**config.mk**
```make
export PLATFORM = sky130hd
export DESIGN_NAME = alu_shift_seq
export DESIGN_NICKNAME = d
export VERILOG_FILES = /design/src/rtl/alu_shift_seq_pkg.sv /design/src/rtl/alu_sll_8bit.sv /design/src/rtl/alu_shift_seq.sv
export SDC_FILE = /design/constraint.sdc
export NUM_CORES = 1
export LEC_CHECK = 0
export BUFFER_PORTS_ARGS = -buffer_cell sky130_fd_sc_hd__buf_2
export CORE_ASPECT_RATIO = 1.25
export CORE_UTILIZATION = 55
export CTS_BUF_LIST = sky130_fd_sc_hd__clkbuf_8
export DETAILED_ROUTE_END_ITERATION = 12
export PLACE_DENSITY = 0.85
export REMOVE_ABC_BUFFERS = 1
export SYNTH_ARGS = -nofsm -noshare
export SYNTH_HDL_FRONTEND = slang
export SYNTH_SLANG_ARGS = --single-unit
export TNS_END_PERCENT = 20
```
**constraint.sdc**
```tcl
create_clock -name clk -period 2.5 [get_ports clk]
set_input_delay 0.5 -clock clk [delete_from_list [all_inputs] [get_ports clk]]
set_output_delay 0.5 -clock clk [all_outputs]
set_load 0.01 [all_outputs]
```
**src/rtl/alu_shift_seq_pkg.sv**
```systemverilog
// Shared definitions for the multi-cycle shift sequencer: FSM encodings,
// operation codes and the per-pass shift limit of the shared shifter.
package alu_shift_seq_pkg;

  typedef enum logic [1:0] {
    S_IDLE  = 2'd0,
    S_SHIFT = 2'd1,
    S_DONE  = 2'd2
  } state_t;

  localparam logic        OP_SLL   = 1'b0;
  localparam logic        OP_SRL   = 1'b1;

  // Width of the shared shifter's amount input and the largest pass it can do.
  localparam int          STEP_W   = 4;
  localparam logic [3:0]  STEP_MAX = 4'd15;

endpackage

```
**src/rtl/alu_sll_8bit.sv**
```systemverilog
// Combinational left shifter with a 4-bit shift amount (0..15), zero fill.
module alu_sll_8bit #(
  parameter int N = 32
) (
  input  logic [N-1:0] a,
  input  logic [3:0]   s,
  output logic [N-1:0] z
);

  // Single logical left shift by the 4-bit amount.
  always_comb begin
    z = a << s;
  end

endmodule

```
**src/rtl/alu_shift_seq.sv**
```systemverilog
// Multi-cycle SLL/SRL sequencer. Amounts wider than the shifter's 4-bit input
// are split into passes of at most 15 through one shared left shifter; SRL is
// done by bit-reversing the operand on the way in and the result on the way out.
//
// state   | meaning
// --------+------------------------------------------------------------
// S_IDLE  | waiting for a request, in_ready=1
// S_SHIFT | one shifter pass per cycle until remaining amount <= 15
// S_DONE  | result presented with out_valid=1 until out_ready
module alu_shift_seq
  import alu_shift_seq_pkg::*;
#(
  parameter int N   = 32,
  parameter int SHW = 6
) (
  input  logic           clk,
  input  logic           rst_n,
  input  logic           clr,
  input  logic           in_valid,
  output logic           in_ready,
  input  logic           in_op,
  input  logic [N-1:0]   in_a,
  input  logic [SHW-1:0] in_amt,
  output logic           out_valid,
  input  logic           out_ready,
  output logic [N-1:0]   out_data,
  output logic           busy
);

  state_t              state;
  logic [N-1:0]        acc;
  logic [SHW-1:0]      rem;
  logic                op_r;
  logic [STEP_W-1:0]   step;
  logic [N-1:0]        shift_z;
  logic [N-1:0]        a_rev;
  logic [N-1:0]        acc_rev;
  logic                last_pass;

  // Bit reversal of the incoming operand and of the accumulator.
  genvar i;
  generate
    for (i = 0; i < N; i++) begin : g_rev
      assign a_rev[i]   = in_a[N-1-i];
      assign acc_rev[i] = acc[N-1-i];
    end
  endgenerate

  // Pass size is the remaining amount clipped to what the shifter can do.
  always_comb begin
    step      = rem[STEP_W-1:0];
    last_pass = 1'b1;
    if (rem > SHW'(STEP_MAX)) begin
      step      = STEP_MAX;
      last_pass = 1'b0;
    end
  end

  alu_sll_8bit #(.N(N)) u_sll (
    .a (acc),
    .s (step),
    .z (shift_z)
  );

  // Sequencer FSM; clr overrides every transition including handshakes.
  always_ff @(posedge clk or negedge rst_n) begin
    if (!rst_n) begin
      state <= S_IDLE;
      acc   <= '0;
      rem   <= '0;
      op_r  <= 1'b0;
    end else if (clr) begin
      state <= S_IDLE;
      acc   <= '0;
      rem   <= '0;
      op_r  <= 1'b0;
    end else begin
      case (state)
        S_IDLE: begin
          if (in_valid) begin
            acc   <= (in_op == OP_SRL) ? a_rev : in_a;
            op_r  <= in_op;
            rem   <= in_amt;
            state <= S_SHIFT;
          end
        end
        S_SHIFT: begin
          acc <= shift_z;
          rem <= rem - SHW'(step);
          if (last_pass) begin
            state <= S_DONE;
          end
        end
        S_DONE: begin
          if (out_ready) begin
            state <= S_IDLE;
          end
        end
        default: begin
          state <= S_IDLE;
        end
      endcase
    end
  end

  assign in_ready  = (state == S_IDLE);
  assign out_valid = (state == S_DONE);
  assign busy      = (state != S_IDLE);
  assign out_data  = (op_r == OP_SRL) ? acc_rev : acc;

endmodule

```
==> results.txt <==
Post-Syn Area: 4720 um2
Post-DRT Antenna Nets: 0
largest net degree at the start of global routing: 36
CP max stage delay: 0.58 ns
crit path kind: flip-flop to flip-flop
Nets: 703
area delta synth->final: 13.2%
GRT overflow: 0
Starting Density: 57.0%
Sink Count: 41
WP data required: 2.70 ns
CTS Buffer Depth: 2
layout cells sized above 1: 31.0%
Rows: 37
Clock Pin Slew Worst Setup and Hold Paths: 0.10 ns
final hold slack: 0.211 ns
critical path depth in cells: 6
Via density: 7.40
Leakage: 2.30 nW
FF+latch area: 1030 um2
Post-Synthesis Cells: 598
PD cells: 694 nW/um2
fmax: 430 MHz
DIE AREA: 8970 um2
Tcrit/Tclk final: 93.1%
I/O Buffers: 78
Clock Root Buffer: clkbuf_8
Unique masters post-synth: 69
async set-reset flop share out of synthesis: 100%
Synth Area per Inst: 7.90 um2
CTS tree: built
vias in the first global route: 5,213
flops & latches, synth: 41
area of the multi-input gates: 3310 um2
# diodes: 0
Max H-tree Level: 2
Primary FF master, synth: dfrtp_1
Vias: 5,593
number of flops mapped to enable cells by yosys: 0
Yosys warning count: 0
max cap viols: 0
final wirelength: 19,700 um
cell mode on critical path: o22ai_1
GP Congestion: 1.02
unrepaired setup endpoints after global routing: false
die width: 84.9 um
Pins Over Slew Limit: 0
crit path time final: 2.33 ns
Residual DRC: 5
drt pass-1 iters: 10
Critical Path AT: 2.53 ns
Max IR drop VDD: 0.359 mV
Crit path max-delay family: compound AO/OA/AOI/OAI gates
worst path cell trace: or4b_1 -> buf_4 -> o22ai_1 -> o22ai_1 -> a221oi_1 -> nor3_1
Setup crit start kind: flip-flop
Tot GR Track Use: 44.9%
filler cell count: 734
Worst R2R Path Depth: 6
critical path's slowest cell: or4b_1
core box area: 8290 um2
setup repair bufs after CTS: 0
io pins: 79
first-pass GRT wire length: 30,200 um
status: complete, but fails checks
Worst Tran Pin Value: 0.668 ns
worst-skew pair later-pin latency: 0.31 ns
drt wl/cell: 26.1 um
failing checks: DRC
initial antenna violation count: 0
Num CTS Buffers: 5
# setup viols final: 0
pre-CTS setup slack: 0.236 ns
Die Ht: 106 um
CP endpoint kind: flip-flop
DPL Wire Length: 14,400 um
Final WS setup: 0.173 ns
final hold vios: 0
Final Skew: 0.0111 ns
Slew HR: 55.5%
Hold/Removal Path Class: input pin to asynchronous set/reset pin
crit path max fanout: 14
Initial DRC Count: 660
register area share after synthesis: 21.7%
WP buf/inv: 1
-- state kept, by name, summed over array words and instances, names as in the netlist --
signal,flops
rem,6
acc,32
state,2
op_r,1
-- repair_timing --
action,4_1_cts,5_1_grt
hold buffers,0,0
gates resized for setup,0,1
setup endpoints to repair,0,1
-- Yosys cell counts, types with 3 or more instances --
master,n,area (um2)
buf_2,20,100
nand2b_1,10,62.6
a221oi_1,4,35.0
mux2_2,54,608
o21ai_0,46,230
mux2i_1,40,400
buf_4,10,75.1
buf_6,4,45.0
o211ai_1,6,45.0
nor2b_1,7,43.8
o22ai_1,32,200
dfrtp_1,41,1030
o31ai_1,6,45.0
buf_1,6,22.5
nor4_1,3,18.8
inv_1,5,18.8
a21oi_1,57,285
nor3_1,31,155
nor3_2,3,30.0
nor2_1,54,203
a22oi_1,5,37.5
nand4_1,3,18.8
o221ai_1,8,70.1
clkbuf_1,27,101
a211oi_1,17,128
nand3_1,7,35.0
nand2_1,35,131
-- cells in the final DEF, fill, tap and decap left out, types with 7 or more instances in the layout --
cell type / netlist / layout
mux2_2: 54 / 54
o21ai_0: 46 / 46
nor3_1: 31 / 31
nor2b_1: 7 / 7
dfrtp_1: 41 / 40
nand3_1: 7 / 7
buf_4: 10 / 43
nand2_1: 35 / 35
a211oi_1: 17 / 17
mux2i_1: 40 / 40
o221ai_1: 8 / 8
a21oi_1: 57 / 57
nor2_1: 54 / 54
o22ai_1: 32 / 32
buf_2: 20 / 78
nand2b_1: 10 / 10
-- layout make-up --
cell class	instances	share of cell area, %
inverters	5	0.351
repair buffers	123	14.1
well taps	97	2.27
flip-flops and latches	41	19.2
clock inverters	2	0.702
clock buffers	6	1.54
multi-input cells	482	61.8
-- stage by stage --
step                power (mW)  area, um2  setup TNS, ns  util (%)  cells
floorplan                 2.15       4350         -0.958         -    528
global placement          2.99       5220              0      63.0    748
detailed placement        3.00       5220              0      63.0    748
CTS                       3.60       5340              0      64.5    756
global route              3.84       5350              0      64.5    756
finish                    3.71       5350              0      64.5    756
-- per-layer routing --
| metal | GRT usage [%] | vias to the layer above | wire length, um | share of wire, % |
|---|---|---|---|---|
| met1 | 56.9 | 2608 | 7310 | 37 |
| met5 | 0 | - | 0 | 0 |
| met2 | 69.2 | 475 | 8680 | 44 |
| li1 | - | 2386 | - | - |
| met3 | 10.8 | 124 | 2330 | 12 |
| met4 | 26.4 | 0 | 1420 | 7.2 |
-- worst paths after layout --
kind	slack, ns	to	startpoint
worst max-delay path	0.17	acc[10]$_DFFE_PN0P_	rem[4]$_DFFE_PN0P_
max in group asynchronous	1.63	acc[13]$_DFFE_PN0P_	rst_n
worst max register to register	0.17	acc[10]$_DFFE_PN0P_	rem[4]$_DFFE_PN0P_
worst min register to register	0.57	acc[30]$_DFFE_PN0P_	acc[30]$_DFFE_PN0P_
worst min-delay path	0.21	op_r$_DFFE_PN0P_	rst_n
min in group clk	0.44	state[1]$_DFFE_PN0P_	out_ready
-- where the power goes --
part / leakage, nW / internal, mW / switching (mW) / total [mW]
combinational: 1.70 / 0.822 / 1.24 / 2.06
clock: 0.0574 / 0.326 / 0.291 / 0.617
sequential: 0.540 / 0.753 / 0.276 / 1.03
total: 2.30 / 1.90 / 1.81 / 3.71
-- cells by family (layout without fill, tap and decap cells) --
family | count (synthesis) | count (layout) | synth area share, %
flops | 41 | 41 | 21.7
fa+ha+maj | 1 | 1 | 0.265
mux | 95 | 95 | 21.8
compound gates | 220 | 220 | 31.0
simple gates | 165 | 165 | 16.6
xor+xnor | 1 | 1 | 0.185
buf+inv | 75 | 136 | 8.39
(Power assumes the default switching activity.)
